### src/rtl/bin2bcd_seq.sv
// Sequential binary-to-BCD converter using shift-add-3, one bit per clock.
// Feeds packed digits and a leading-zero blank mask to the display scanner.
module bin2bcd_seq #(
    parameter int BIN_W  = 27,
    parameter int DIGITS = 8
) (
    input  logic                  clk,
    input  logic                  rst_n,
    input  logic                  start,
    input  logic [BIN_W-1:0]      bin_in,
    output logic                  busy,
    output logic                  done,
    output logic [4*DIGITS-1:0]   bcd_out,
    output logic [DIGITS-1:0]     lz_mask,
    output logic                  ovf
);

    localparam int BCD_W = 4 * DIGITS;
    localparam int CW    = $clog2(BIN_W + 1);

    function automatic logic [63:0] max_val();
        logic [63:0] r;
        r = 64'd1;
        for (int i = 0; i < DIGITS; i++) r = r * 64'd10;
        return r - 64'd1;
    endfunction

    localparam logic [63:0] MAX_VAL = max_val();

    typedef enum logic [1:0] {IDLE, SHIFT, DONE} state_t;

    state_t            state;
    logic [BIN_W-1:0]  binreg;
    logic [BCD_W-1:0]  scratch;
    logic [CW-1:0]     count;
    logic              ovf_pending;

    logic [BCD_W-1:0]  adj;
    logic [BCD_W-1:0]  final_bcd;
    logic [DIGITS-1:0] lz_next;
    logic              all_zero;

    always_comb begin
        adj = scratch;
        for (int i = 0; i < DIGITS; i++) begin
            if (scratch[4*i +: 4] >= 4'd5)
                adj[4*i +: 4] = scratch[4*i +: 4] + 4'd3;
        end
    end

    // Overflow saturates the display to all nines.
    always_comb begin
        final_bcd = ovf_pending ? {DIGITS{4'h9}} : scratch;
        lz_next   = '0;
        all_zero  = 1'b1;
        for (int i = DIGITS - 1; i > 0; i--) begin
            all_zero   = all_zero & (final_bcd[4*i +: 4] == 4'd0);
            lz_next[i] = all_zero;
        end
    end

    always_ff @(posedge clk or negedge rst_n) begin
        if (!rst_n) begin
            state       <= IDLE;
            binreg      <= '0;
            scratch     <= '0;
            count       <= '0;
            ovf_pending <= 1'b0;
            busy        <= 1'b0;
            done        <= 1'b0;
            bcd_out     <= '0;
            lz_mask     <= {{(DIGITS-1){1'b1}}, 1'b0};
            ovf         <= 1'b0;
        end else begin
            done <= 1'b0;
            unique case (state)
                IDLE: begin
                    if (start) begin
                        binreg      <= bin_in;
                        scratch     <= '0;
                        count       <= CW'(BIN_W);
                        ovf_pending <= (64'(bin_in) > MAX_VAL);
                        busy        <= 1'b1;
                        state       <= SHIFT;
                    end
                end
                SHIFT: begin
                    scratch <= {adj[BCD_W-2:0], binreg[BIN_W-1]};
                    binreg  <= {binreg[BIN_W-2:0], 1'b0};
                    count   <= count - 1'b1;
                    if (count == CW'(1))
                        state <= DONE;
                end
                DONE: begin
                    bcd_out <= final_bcd;
                    lz_mask <= lz_next;
                    ovf     <= ovf_pending;
                    done    <= 1'b1;
                    busy    <= 1'b0;
                    state   <= IDLE;
                end
                default: state <= IDLE;
            endcase
        end
    end

endmodule
### config.mk
export PLATFORM = sky130hd
export DESIGN_NAME = bin2bcd_seq
export DESIGN_NICKNAME = d
export VERILOG_FILES = /design/src/rtl/bin2bcd_seq.sv
export SDC_FILE = /design/constraint.sdc
export NUM_CORES = 1
export LEC_CHECK = 0
export ABC_AREA = 1
export BUFFER_PORTS_ARGS = -buffer_cell sky130_fd_sc_hd__buf_2
export CELL_PAD_IN_SITES_DETAIL_PLACEMENT = 1
export CELL_PAD_IN_SITES_GLOBAL_PLACEMENT = 1
export CORE_ASPECT_RATIO = 0.8
export CORE_MARGIN = 10
export CORE_UTILIZATION = 47
export CTS_CLUSTER_DIAMETER = 30
export CTS_CLUSTER_SIZE = 25
export DETAILED_ROUTE_END_ITERATION = 12
export PLACE_DENSITY_LB_ADDON = 0.15
export SLEW_MARGIN = 20
export SYNTH_ARGS = -nofsm -noshare
export SYNTH_HDL_FRONTEND = slang
export SYNTH_SLANG_ARGS = --single-unit
export TNS_END_PERCENT = 5
### constraint.sdc
create_clock -name clk -period 3.87 [get_ports clk]
set_input_delay 0.1935 -clock clk [delete_from_list [all_inputs] [get_ports clk]]
set_output_delay 0.1935 -clock clk [all_outputs]
set_load 0.05 [all_outputs]
==> impl_metrics.json <==
{
  "skew_ns": 0.00464,
  "dp_hpwl_mm": 9.42,
  "core_area_sq_um": 10800,
  "slew_viol_final": 0,
  "drive_above_1_share_pct": 19.7,
  "antenna_found_initial": 0,
  "drtIter0Drc": 273,
  "placement_rows": 34,
  "period_minus_slack_ns": 2.36,
  "yosys-top-cells-area": "dfrtp_1 (50%), nand2_1 (9.0%), ha_1 (4.4%)",
  "finalPower_uw": 5060,
  "synthArstFlopShare_pct": 100,
  "clockBufferDepth": 2,
  "synthCells": 568,
  "fp.dieH_microns": 114,
  "slew_headroom_pct": 39.4,
  "powerDensity_nw_per_um2": 856,
  "status": "completed",
  "hold_viol_final": 0,
  "globalplace.congestion": 0.840,
  "synth_edf_count": 0,
  "grt_pass1_wl_mm": 23.3,
  "ios": 73,
  "timing.setup.tns_ns": 0,
  "ys.flop_type": "dfrtp_1",
  "netlist_area_sq_um": 5140,
  "finalSetupViolCount": 0,
  "die-area_sq_um": 15600,
  "cap_viol_max_count": 0,
  "rsz0062_at_grt": "false",
  "insertion_delay_ns": 0.35,
  "drc": 0,
  "portBuffers": 71,
  "numCtsBuffers": 9,
  "cts_tree": "built",
  "track_usage_pct": 18.3,
  "cts_setup_buffers": 0,
  "critPathLaunchType": "flip-flop",
  "max_freq_ghz": 0.424,
  "end_kind": "flip-flop",
  "grt_max_degree": 70,
  "endpoint": "binreg[19]$_DFFE_PN0P_",
  "placed_area_sq_um": 5570,
  "grt_pass1_vias": 4483,
  "reg2reg_slack_ns": 1.51,
  "yosys.area.top_type_share_pct": 49.6,
  "synth_nets": 616,
  "critPathKind": "reg2reg",
  "path_clk_slew_ns": 0.07,
  "critPathRequiredTime_ns": 4.12,
  "cts_sinks": 109,
  "worst_slew_pin_slew_ns": 0.910,
  "syn2layout_area_growth_pct": 14.9,
  "avgSynthCellArea_sq_um": 9.06,
  "crit_start": "state[0]$_DFFE_PN0P_",
  "vias": 4221,
  "critical_path_peak_fanout": 38,
  "clock-root-buffer": "clkbuf_16",
  "hold_ws_ns": 0.0772,
  "peakVddDrop_uv": 399,
  "htreeDepth": 3,
  "hold_class": "in2reg",
  "ys_seq_elements": 109,
  "totalWireLength_mm": 13.9,
  "cts_resized": 0,
  "worstHoldStart": "bin_in[5]",
  "drtPass1Iterations": 4,
  "arrival_ns": 2.61,
  "yosysWarningCount": 0,
  "start_util_pct": 47.6,
  "grt-ovfl-total": 0,
  "ys_seq_area_share_pct": 53.2,
  "stdcell_count": 783,
  "postRouteAntennaNets": 0,
  "p_leak_uw": 0.00297,
  "final_area_sq_um": 5910,
  "r2r_start": "state[0]$_DFFE_PN0P_",
  "synth_cell_types": 35,
  "layout.nets": 682,
  "diodes": 0,
  "chipWidth_microns": 137,
  "synth_area_leader_cell": "dfrtp_1",
  "rr_worst_depth": 7,
  "wire_per_inst_microns": 17.8,
  "place_inst": 766,
  "worst_r2r_endpoint": "binreg[19]$_DFFE_PN0P_",
  "period_share_pct": 61.0,
  "via_per_inst": 5.39
}
## critical path: stages (launching register included)
cell	delay, ns
dfrtp_1	0.39
inv_2	0.08
nor2_4	0.04
inv_2	0.33
nand2_2	0.61
inv_2	0.60
nand2_1	0.11
o221ai_1	0.10
## layer usage
layer | vias up | GRT usage, % | wire length (microns) | part of all wire [%]
met5 | - | 0 | 0 | 0
met4 | 0 | 3.44 | 90 | 0.65
met3 | 7 | 3.65 | 519 | 3.7
met2 | 67 | 30.5 | 6930 | 50
met1 | 2119 | 24.4 | 6380 | 46
li1 | 2028 | - | - | -
## registers in the layout, summed over array words and instances (netlist names)
| name | flops |
|---|---|
| bcd_out | 32 |
| binreg | 27 |
| busy | 1 |
| count | 5 |
| done | 1 |
| lz_mask | 7 |
| ovf | 1 |
| ovf_pending | 1 |
| scratch | 32 |
| state | 2 |
## kinds of logic (layout without fill, tap and decap cells)
logic type | count (synthesis) | in the layout | share of synthesized area, %
buffers and inverters | 73 | 144 | 6.64
AO/OA/AOI/OAI | 156 | 156 | 18.0
AND/OR/NAND/NOR | 204 | 204 | 16.6
adder cells (fa/ha/maj) | 18 | 18 | 4.38
flip-flops | 109 | 109 | 53.2
other | 1 | 1 | 0.0729
XOR/XNOR | 7 | 7 | 1.19
## synth_stat cells (3+ instances only)
library cell / number
o22ai_2: 7
dfrtp_1: 102
nor2_2: 3
o21ai_0: 42
buf_6: 4
inv_2: 5
buf_4: 7
nand2_1: 124
a31oi_1: 5
nand3_1: 20
a21oi_1: 35
xor2_1: 7
ha_1: 18
nand4_1: 3
nor3_1: 4
buf_2: 7
or2_2: 8
clkbuf_1: 4
inv_1: 45
o221ai_1: 3
a22oi_1: 22
nor2_1: 38
o21ai_1: 37
dfstp_2: 7
## power by group
group / total (uW) / switching (uW) / internal (uW) / leakage (uW)
Sequential: 1860 / 296 / 1560 / 0.00132
Clock: 1010 / 424 / 587 / 0.000152
Combinational: 2190 / 1470 / 718 / 0.00149
Total: 5060 / 2190 / 2870 / 0.00297
## repair_timing
item	4_1_cts	5_1_grt
hold endpoints to repair	1	0
hold buffers	1	0
endpoints found under the setup margin	0	0
## metrics by stage
| step | worst slack (ns) | util (%) |
|---|---|---|
| floorplan | 2.47 | - |
| global placement | 1.63 | 51.6 |
| detailed placement | 1.54 | 51.6 |
| CTS | 1.48 | 54.7 |
| global route | 1.31 | 54.7 |
| finish | 1.51 | 54.7 |
## cells in the final DEF (no fill, tap or decap), types with 2 or more instances in the layout
cell type     n
ha_1         18
buf_4         6
dfstp_2       7
dfrtp_1     102
bufinv_16     2
inv_2         5
o21ai_1      37
clkbuf_16     9
o22ai_2       7
a21oi_1      35
nand3_1      20
or2_2         8
a22oi_1      22
nor2_1       38
buf_2        70
inv_1        45
nand4_1       3
nor3_1        4
nor2_2        3
clkinvlp_4    2
xor2_1        7
o21ai_0      42
nand2_1     124
a31oi_1       5
o221ai_1      3
## worst min path at each step
stage	depth (start not counted)	slack (ns)	endpoint
2_1_floorplan	0	-0.10	bcd_out[0]$_DFFE_PN0P_
3_3_place_gp	1	0.38	bcd_out[22]$_DFFE_PN0P_
3_5_place_dp	1	0.36	bcd_out[22]$_DFFE_PN0P_
4_1_cts	3	0.07	binreg[11]$_DFFE_PN0P_
5_1_grt	3	0.08	binreg[11]$_DFFE_PN0P_
6_report	3	0.08	binreg[5]$_DFFE_PN0P_
## layout make-up
| class | instances | area (sq um) |
|---|---|---|
| Fill cell | 1298 | 4900 |
| Sequential cell | 109 | 2740 |
| Multi-Input combinational cell | 386 | 2070 |
| Timing Repair Buffer | 77 | 405 |
| Clock buffer | 11 | 243 |
| Inverter | 51 | 194 |
| Tap cell | 144 | 180 |
| Clock inverter | 5 | 83.8 |
(Power assumes the default switching activity.)
